**config.mk**
```make
export PLATFORM = sky130hd
export DESIGN_NAME = branch_redirect_ctrl
export DESIGN_NICKNAME = d
export VERILOG_FILES = /design/src/rtl/branch_redirect_ctrl_pkg.sv /design/src/rtl/btb_update_fifo.sv /design/src/rtl/branch_redirect_ctrl.sv
export SDC_FILE = /design/constraint.sdc
export NUM_CORES = 1
export LEC_CHECK = 0
export CORE_MARGIN = 1.5
export CORE_UTILIZATION = 25
export CTS_BUF_LIST = sky130_fd_sc_hd__clkbuf_4 sky130_fd_sc_hd__clkbuf_8 sky130_fd_sc_hd__clkbuf_16
export CTS_CLUSTER_DIAMETER = 100
export DETAILED_ROUTE_END_ITERATION = 16
export PLACE_DENSITY = 0.41
export SETUP_SLACK_MARGIN = 0.5
export SYNTH_ARGS = -nofsm -noshare
export SYNTH_HDL_FRONTEND = slang
export SYNTH_SLANG_ARGS = --single-unit
export TNS_END_PERCENT = 20
```
**constraint.sdc**
```tcl
create_clock -name clk -period 7.07 [get_ports clk]
set_input_delay 2.121 -clock clk [delete_from_list [all_inputs] [get_ports clk]]
set_output_delay 2.121 -clock clk [all_outputs]
set_load 0.03 [all_outputs]
```
**src/rtl/branch_redirect_ctrl_pkg.sv**
```systemverilog
// Shared types and BTB-update entry layout for branch_redirect_ctrl.
// Entry layout, MSB to LSB: {pc, target, taken}.
package branch_redirect_ctrl_pkg;

    typedef enum logic {
        RUN      = 1'b0,
        REDIRECT = 1'b1
    } brc_state_e;

    localparam int unsigned TAKEN_OFS  = 0;
    localparam int unsigned TARGET_OFS = 1;

    function automatic int unsigned btb_entry_w(input int unsigned xlen);
        return 2 * xlen + 1;
    endfunction

    function automatic int unsigned pc_ofs(input int unsigned xlen);
        return xlen + 1;
    endfunction

endpackage

```
**src/rtl/btb_update_fifo.sv**
```systemverilog
// Synchronous FIFO holding BTB training updates; head is read straight from
// storage registers, so a push becomes visible on the following cycle.
module btb_update_fifo #(
    parameter int unsigned WIDTH = 65,
    parameter int unsigned DEPTH = 4
) (
    input  logic             clk,
    input  logic             rst,
    input  logic             push_i,
    input  logic [WIDTH-1:0] push_data_i,
    input  logic             pop_i,
    output logic [WIDTH-1:0] head_o,
    output logic             full_o,
    output logic             empty_o
);
    localparam int unsigned AW = $clog2(DEPTH);

    logic [DEPTH-1:0][WIDTH-1:0] mem_q;
    logic [AW:0]                 wr_q, rd_q;

    always_ff @(posedge clk) begin
        if (rst) begin
            mem_q <= '0;
            wr_q  <= '0;
            rd_q  <= '0;
        end else begin
            // Push into a full FIFO is only legal alongside a pop; the slot
            // being overwritten is the one draining this cycle.
            if (push_i) begin
                mem_q[wr_q[AW-1:0]] <= push_data_i;
                wr_q                <= wr_q + 1'b1;
            end
            if (pop_i) begin
                rd_q <= rd_q + 1'b1;
            end
        end
    end

    assign head_o  = mem_q[rd_q[AW-1:0]];
    assign empty_o = (wr_q == rd_q);
    assign full_o  = (wr_q[AW] != rd_q[AW]) && (wr_q[AW-1:0] == rd_q[AW-1:0]);

endmodule

```
**src/rtl/branch_redirect_ctrl.sv**
```systemverilog
// EX-stage branch resolution: one-cycle redirect/flush on mispredict and
// queued BTB training updates. Optional counters behind BRANCH_PERF_EN.
module branch_redirect_ctrl
    import branch_redirect_ctrl_pkg::*;
#(
    parameter int unsigned QDEPTH = 4,
    parameter int unsigned XLEN   = 32
) (
    input  logic            clk,
    input  logic            rst,
    input  logic            ex_valid,
    input  logic            ex_update_btb,
    input  logic            ex_modify_pc,
    input  logic            ex_predicted_taken,
    input  logic [XLEN-1:0] ex_pc,
    input  logic [XLEN-1:0] ex_update_pc,
    input  logic [XLEN-1:0] ex_jump_addr,
    input  logic            stall_in,
    output logic            redirect_valid,
    output logic [XLEN-1:0] redirect_pc,
    output logic            flush_if_id,
    output logic            flush_id_ex,
    output logic            stall_out,
    output logic            btb_wr_valid,
    input  logic            btb_wr_ready,
    output logic [XLEN-1:0] btb_wr_pc,
    output logic [XLEN-1:0] btb_wr_target,
    output logic            btb_wr_taken
`ifdef BRANCH_PERF_EN
    ,
    output logic [31:0]     perf_branches,
    output logic [31:0]     perf_mispredicts,
    output logic [31:0]     perf_q_stalls
`endif
);
    localparam int unsigned EW     = btb_entry_w(XLEN);
    localparam int unsigned PC_OFS = pc_ofs(XLEN);

    brc_state_e      state_q;
    logic [XLEN-1:0] redirect_pc_q;
    logic [EW-1:0]   push_data, head;
    logic            full, empty, push, pop, accept, in_run;

    assign in_run    = (state_q == RUN);
    assign pop       = btb_wr_valid & btb_wr_ready;
    assign stall_out = full & !pop & ex_valid & ex_update_btb & in_run;
    assign accept    = ex_valid & in_run & !stall_in & !stall_out;
    assign push      = accept & ex_update_btb;
    assign push_data = {ex_pc, ex_jump_addr, ex_modify_pc ^ ex_predicted_taken};

    btb_update_fifo #(
        .WIDTH (EW),
        .DEPTH (QDEPTH)
    ) u_fifo (
        .clk         (clk),
        .rst         (rst),
        .push_i      (push),
        .push_data_i (push_data),
        .pop_i       (pop),
        .head_o      (head),
        .full_o      (full),
        .empty_o     (empty)
    );

    // REDIRECT always falls back to RUN; its EX contents are wrong-path.
    always_ff @(posedge clk) begin
        if (rst) begin
            state_q       <= RUN;
            redirect_pc_q <= '0;
        end else begin
            case (state_q)
                RUN: begin
                    if (accept && ex_modify_pc) begin
                        state_q       <= REDIRECT;
                        redirect_pc_q <= ex_update_pc;
                    end
                end
                REDIRECT: state_q <= RUN;
                default:  state_q <= RUN;
            endcase
        end
    end

    assign redirect_valid = (state_q == REDIRECT);
    assign flush_if_id    = (state_q == REDIRECT);
    assign flush_id_ex    = (state_q == REDIRECT);
    assign redirect_pc    = redirect_pc_q;

    assign btb_wr_valid  = !empty;
    assign btb_wr_pc     = head[PC_OFS +: XLEN];
    assign btb_wr_target = head[TARGET_OFS +: XLEN];
    assign btb_wr_taken  = head[TAKEN_OFS];

`ifdef BRANCH_PERF_EN
    logic [31:0] perf_br_q, perf_mp_q, perf_st_q;

    always_ff @(posedge clk) begin
        if (rst) begin
            perf_br_q <= '0;
            perf_mp_q <= '0;
            perf_st_q <= '0;
        end else begin
            if (push)                   perf_br_q <= perf_br_q + 32'd1;
            if (accept && ex_modify_pc) perf_mp_q <= perf_mp_q + 32'd1;
            if (stall_out)              perf_st_q <= perf_st_q + 32'd1;
        end
    end

    assign perf_branches    = perf_br_q;
    assign perf_mispredicts = perf_mp_q;
    assign perf_q_stalls    = perf_st_q;
`endif

endmodule

```
# Word level (Yosys, flattened, before mapping)
# Index checks and enable logic that the tools add are counted.
# totals
reg_bits	299
in_bits	104
elab_cells	42
# op_classes
n_addsub	2
order_cmp	3
n_eq_ne	3
mux	7
bitwise	11
reduce_logical	8
# op_table
op	count
$bwmux W260	1
$bmux W65 S2	1
$demux W65 S2	1
$mux W65	2
$and A1 B1 Y1	9
$add A3 B1 Y3 const B	2
$lt A2 B3 Y1 const B	2
$logic_not A1 Y1	4
$eq A3 B3 Y1	1
$logic_and A1 B1 Y1	3
$eq A2 B2 Y1	1
$ge A2 B1 Y1 const B	1
$pmux W1 S2	1
$reduce_and A2 Y1	1
$mux W1	1
$ne A1 B1 Y1	1
$not A1 Y1	1
$xor A1 B1 Y1	1

# Depth between registers and ports, before layout
# logic_depth
depth_word	13
ltp_mapped	8
mapped_depth_nobuf	5

# By module
# From an unflattened synthesis, not the netlist that was laid out.
# hier_totals
hier_cells	1450
area_unflattened_um2	14636.5
# by_module_without_submodules
module	n_inst	cells_per_inst	area_each_um2
btb_update_fifo	1	1297	13071.3
branch_redirect_ctrl	1	153	1565.3

# Worst setup path after synthesis
# Ideal clock, no wire load.
# synth_path
kind	input port to output port
start	input ex_update_btb
end	output stall_out
arrival_ns	3.459
setup_slack_ns	1.490
cell_stages	4
path_buffers	1
cell_sequence	nor2b_1 nand4_1 clkbuf_1 nor3b_1
# synth_between
elab_chain_cells	2
# synth_lines
item	line	rtl
start: declaration	branch_redirect_ctrl.sv:12	input logic ex_update_btb,
$and A1 B1 Y1 (2 in series)	branch_redirect_ctrl.sv:46	assign stall_out = full & !pop & ex_valid & ex_update_btb & in_run;
end: declaration	branch_redirect_ctrl.sv:23	output logic stall_out,
# Every way passes these cells.

# Worst setup path after layout
# layout_path
start	input btb_wr_ready
end	output stall_out
# layout_between
elab_chain_cells	6
# layout_lines
item	line	rtl
start: declaration	branch_redirect_ctrl.sv:25	input logic btb_wr_ready,
$and A1 B1 Y1	branch_redirect_ctrl.sv:45	assign pop = btb_wr_valid & btb_wr_ready;
$logic_not A1 Y1	branch_redirect_ctrl.sv:46	
$and A1 B1 Y1 (4 in series)	branch_redirect_ctrl.sv:46	
# Every way passes these cells.

==> flow_summary.ini <==
[outcome]
outcome = complete, no violations

[route]
ant_nets = 0
vias_per_cell = 5.25
first_iter_violations = 1104
drc = 0
first_pass_iters = 5
avgRoutedWirePerCell_um = 21.0
dr_total_vias = 11800
drt-total-wl_mm = 47.4

[setup_path]
path_cells = clkdlybuf4s50_1 -> nor2b_1 -> nand4_1 -> nor3b_1 -> buf_4
cp.required_ns = 4.95
worstPathMaxFanout = 5
slowest_stage = clkdlybuf4s50_1
cp_num_buf_inv = 2
startpoint_type = primary input
worst-setup-path-type = primary input to primary output
end_kind = primary output
arrival_ns = 3.49
crit_family = buffers and inverters
critPathMaxStageDelay_ns = 0.58

[die]
core_um2 = 51300
rows = 83
initial_core_util = 0.253
die_w_um = 231
ioPinCount = 206
dieArea_um2 = 53300
die_h_um = 231

[synth]
syn_area_um2 = 13000
synth.avg_cell_area_um2 = 8.91
synthCells = 1457
synthArstFlopShare = 0
synth_seq_area_share = 0.461
ys_top_cells_by_area = dfxtp_1, a21oi_1, mux4_2, nand3_1, o21ai_0
ys_seq_elements = 299
yosys_warnings = 0
synth-edff-count = 0
yosysTopAreaCellShare = 0.461
synth.distinct_cells = 34
synth_top_area_cell = dfxtp_1
synthFlopType = dfxtp_1
synth_fp_nets = 1566

[timing]
relSlewSlack = 0.229
min_period_over_period = 0.793
setup_slack_ns = 1.46
tightest_slew_ns = 1.16
finalSetupViolCount = 0
drv_slew = 0
tns_ns = 0
hold_viol_final = 0
rsz0062_at_grt = no
min_period_ns = 5.61
max_freq_mhz = 178
clock_skew_ns = 0.0168

[power_and_ir_drop]
leakage_nw = 5.00
p_clk_frac = 0.472
max-vdd-ir-drop_uv = 139
power_switching_share = 0.258
p_int_mw = 3.00
comb_power_share = 0.096
powerDensity_nw_per_um2 = 244
p_sw_mw = 1.04
pwr-share-seq = 0.431

[run]
cap_violations = 0

[clock_network]
cts_resized = 0
worstSkewPairLatency_ns = 0.56
clkTransAtPathRegs_ns = 0.06
clockBufferDepth = 3
clock_sinks = 299
cts_made_buffers = 38
cts_setup_buffers = 0
cts_tree = yes
hold_buffers = 0
htree_levels = 2
cts_root_buffer = clkbuf_16

[placed_design]
post_dp_cell_area_um2 = 15400
port_buffers = 205
gp_congestion = 0.713
dp_slack_ns = 1.43
hpwlAfterDp_mm = 24.0

[layout]
final_nets = 1655
fill_cells = 5369
area_growth_pct = 27.6
drive_gt1_frac = 0.106
finish.instance_area_um2 = 16600

[grt]
antenna_found_initial = 4
grt-ovfl-total = 0
grt_pass1_vias = 11400
grt_pass1_wl_mm = 71.7
grt_start_max_net_pins = 182
grt_usage = 0.174

[min_path]
hold_path.class = register to register
[placed cells by master (no fill, tap or decap), types with 2 or more instances in the layout]
cell             Yosys  layout
xor2_2               2       2
ha_4                 0       4
clkdlybuf4s50_1      0     203
xor2_1               3       3
inv_1                3       2
nor3b_1              2       2
o21ai_0            246     246
xnor2_1              5       5
nand2_1              3       3
o21ai_1             43      43
diode_2              0       3
a311oi_1             4       4
inv_2                0       3
nor2_1               4       4
a21oi_1            294     294
clkbuf_8             0       7
nand3_1            289     289
mux4_2              65      65
dfxtp_1            299     297
inv_6                0       2
buf_12               0       4
clkbuf_16            0      39
buf_4               12      16
dfxtp_4              0       2
clkinv_2             0       4
clkbuf_4             0      15
[stage by stage]
stage | hold WS, ns | utilization | cells | power, mW
finish | 0.471 | 0.323 | 2255 | 4.04
global route | 0.487 | 0.323 | 2255 | 4.20
floorplan | 0.451 | - | 1457 | 1.98
CTS | 0.473 | 0.323 | 2252 | 4.11
detailed placement | 0.465 | 0.299 | 2186 | 2.17
global placement | 0.457 | 0.299 | 2186 | 2.17
[layer usage]
metal / share of wire / vias up / GRT usage
met4: 0.024 / 2 / 0.0584
li1: - / 5534 / -
met1: 0.45 / 5916 / 0.238
met5: 0.00025 / - / 0
met3: 0.047 / 61 / 0.0273
met2: 0.48 / 316 / 0.278
[power by group through the flow]
stage / registers (mW) / clock network [mW] / logic (mW)
2_1_floorplan: 1.77 / 0 / 0.212
3_3_place_gp: 1.78 / 0 / 0.393
3_5_place_dp: 1.78 / 0 / 0.392
4_1_cts: 1.74 / 1.98 / 0.394
5_1_grt: 1.75 / 2.04 / 0.415
6_report: 1.74 / 1.91 / 0.389
[synth_stat cells (2+ instances only)]
cell / instances
xor2_2: 2
nand3_1: 289
ha_1: 5
a311oi_1: 4
buf_2: 48
xnor2_1: 5
inv_1: 3
dfxtp_1: 299
buf_4: 12
nor2_1: 4
clkbuf_1: 96
nand2_1: 3
a21oi_1: 294
o21ai_0: 246
buf_1: 14
clkinv_1: 3
buf_6: 4
o21ai_1: 43
mux4_2: 65
xor2_1: 3
nor3b_1: 2
[worst reg2reg max path, delay by kind of cell (launching register included)]
kind / cells / cell delay (ns)
compound gates: 2 / 0.97
buf+inv: 1 / 0.62
simple gates: 1 / 0.18
flops: 1 / 1.04
xor+xnor: 1 / 0.31
[cells by family after synthesis]
family | count (synthesis) | synth area share
compound gates | 591 | 0.232
mux | 66 | 0.113
flops | 299 | 0.461
buf+inv | 181 | 0.0628
fa+ha+maj | 5 | 0.00482
simple gates | 305 | 0.118
xor+xnor | 10 | 0.00790
[flip-flops by register name, summed over array words and instances (netlist names)]
| signal | count |
|---|---|
| flush_id_ex | 1 |
| redirect_pc | 32 |
| u_fifo.mem_q | 260 |
| u_fifo.rd_q | 3 |
| u_fifo.wr_q | 3 |
[layout make-up]
type / count / area [um2] / area share
Multi-Input combinational cell: 977 / 6240 / 0.376
Clock inverter: 6 / 48.8 / 0.00294
Clock buffer: 60 / 1170 / 0.0706
Timing Repair Buffer: 224 / 2250 / 0.135
Antenna cell: 3 / 7.51 / 0.000453
Inverter: 6 / 23.8 / 0.00143
Sequential cell: 299 / 5990 / 0.362
Tap cell: 680 / 851 / 0.0513
[final timing paths]
kind / from / endpoint / slack (ns) / cells past startpoint
hold / removal: redirect_pc[4]$_SDFFE_PP0P_ / redirect_pc[4]$_SDFFE_PP0P_ / 0.47 / 2
hold reg to reg: redirect_pc[4]$_SDFFE_PP0P_ / redirect_pc[4]$_SDFFE_PP0P_ / 0.47 / 2
setup reg to reg: u_fifo.rd_q[0]$_SDFFE_PP0P_ / u_fifo.mem_q[126]$_SDFFE_PP0P_ / 3.88 / 5
setup / recovery: btb_wr_ready / stall_out / 1.46 / 5
No activity file was read; power rests on OpenSTA's default activity.
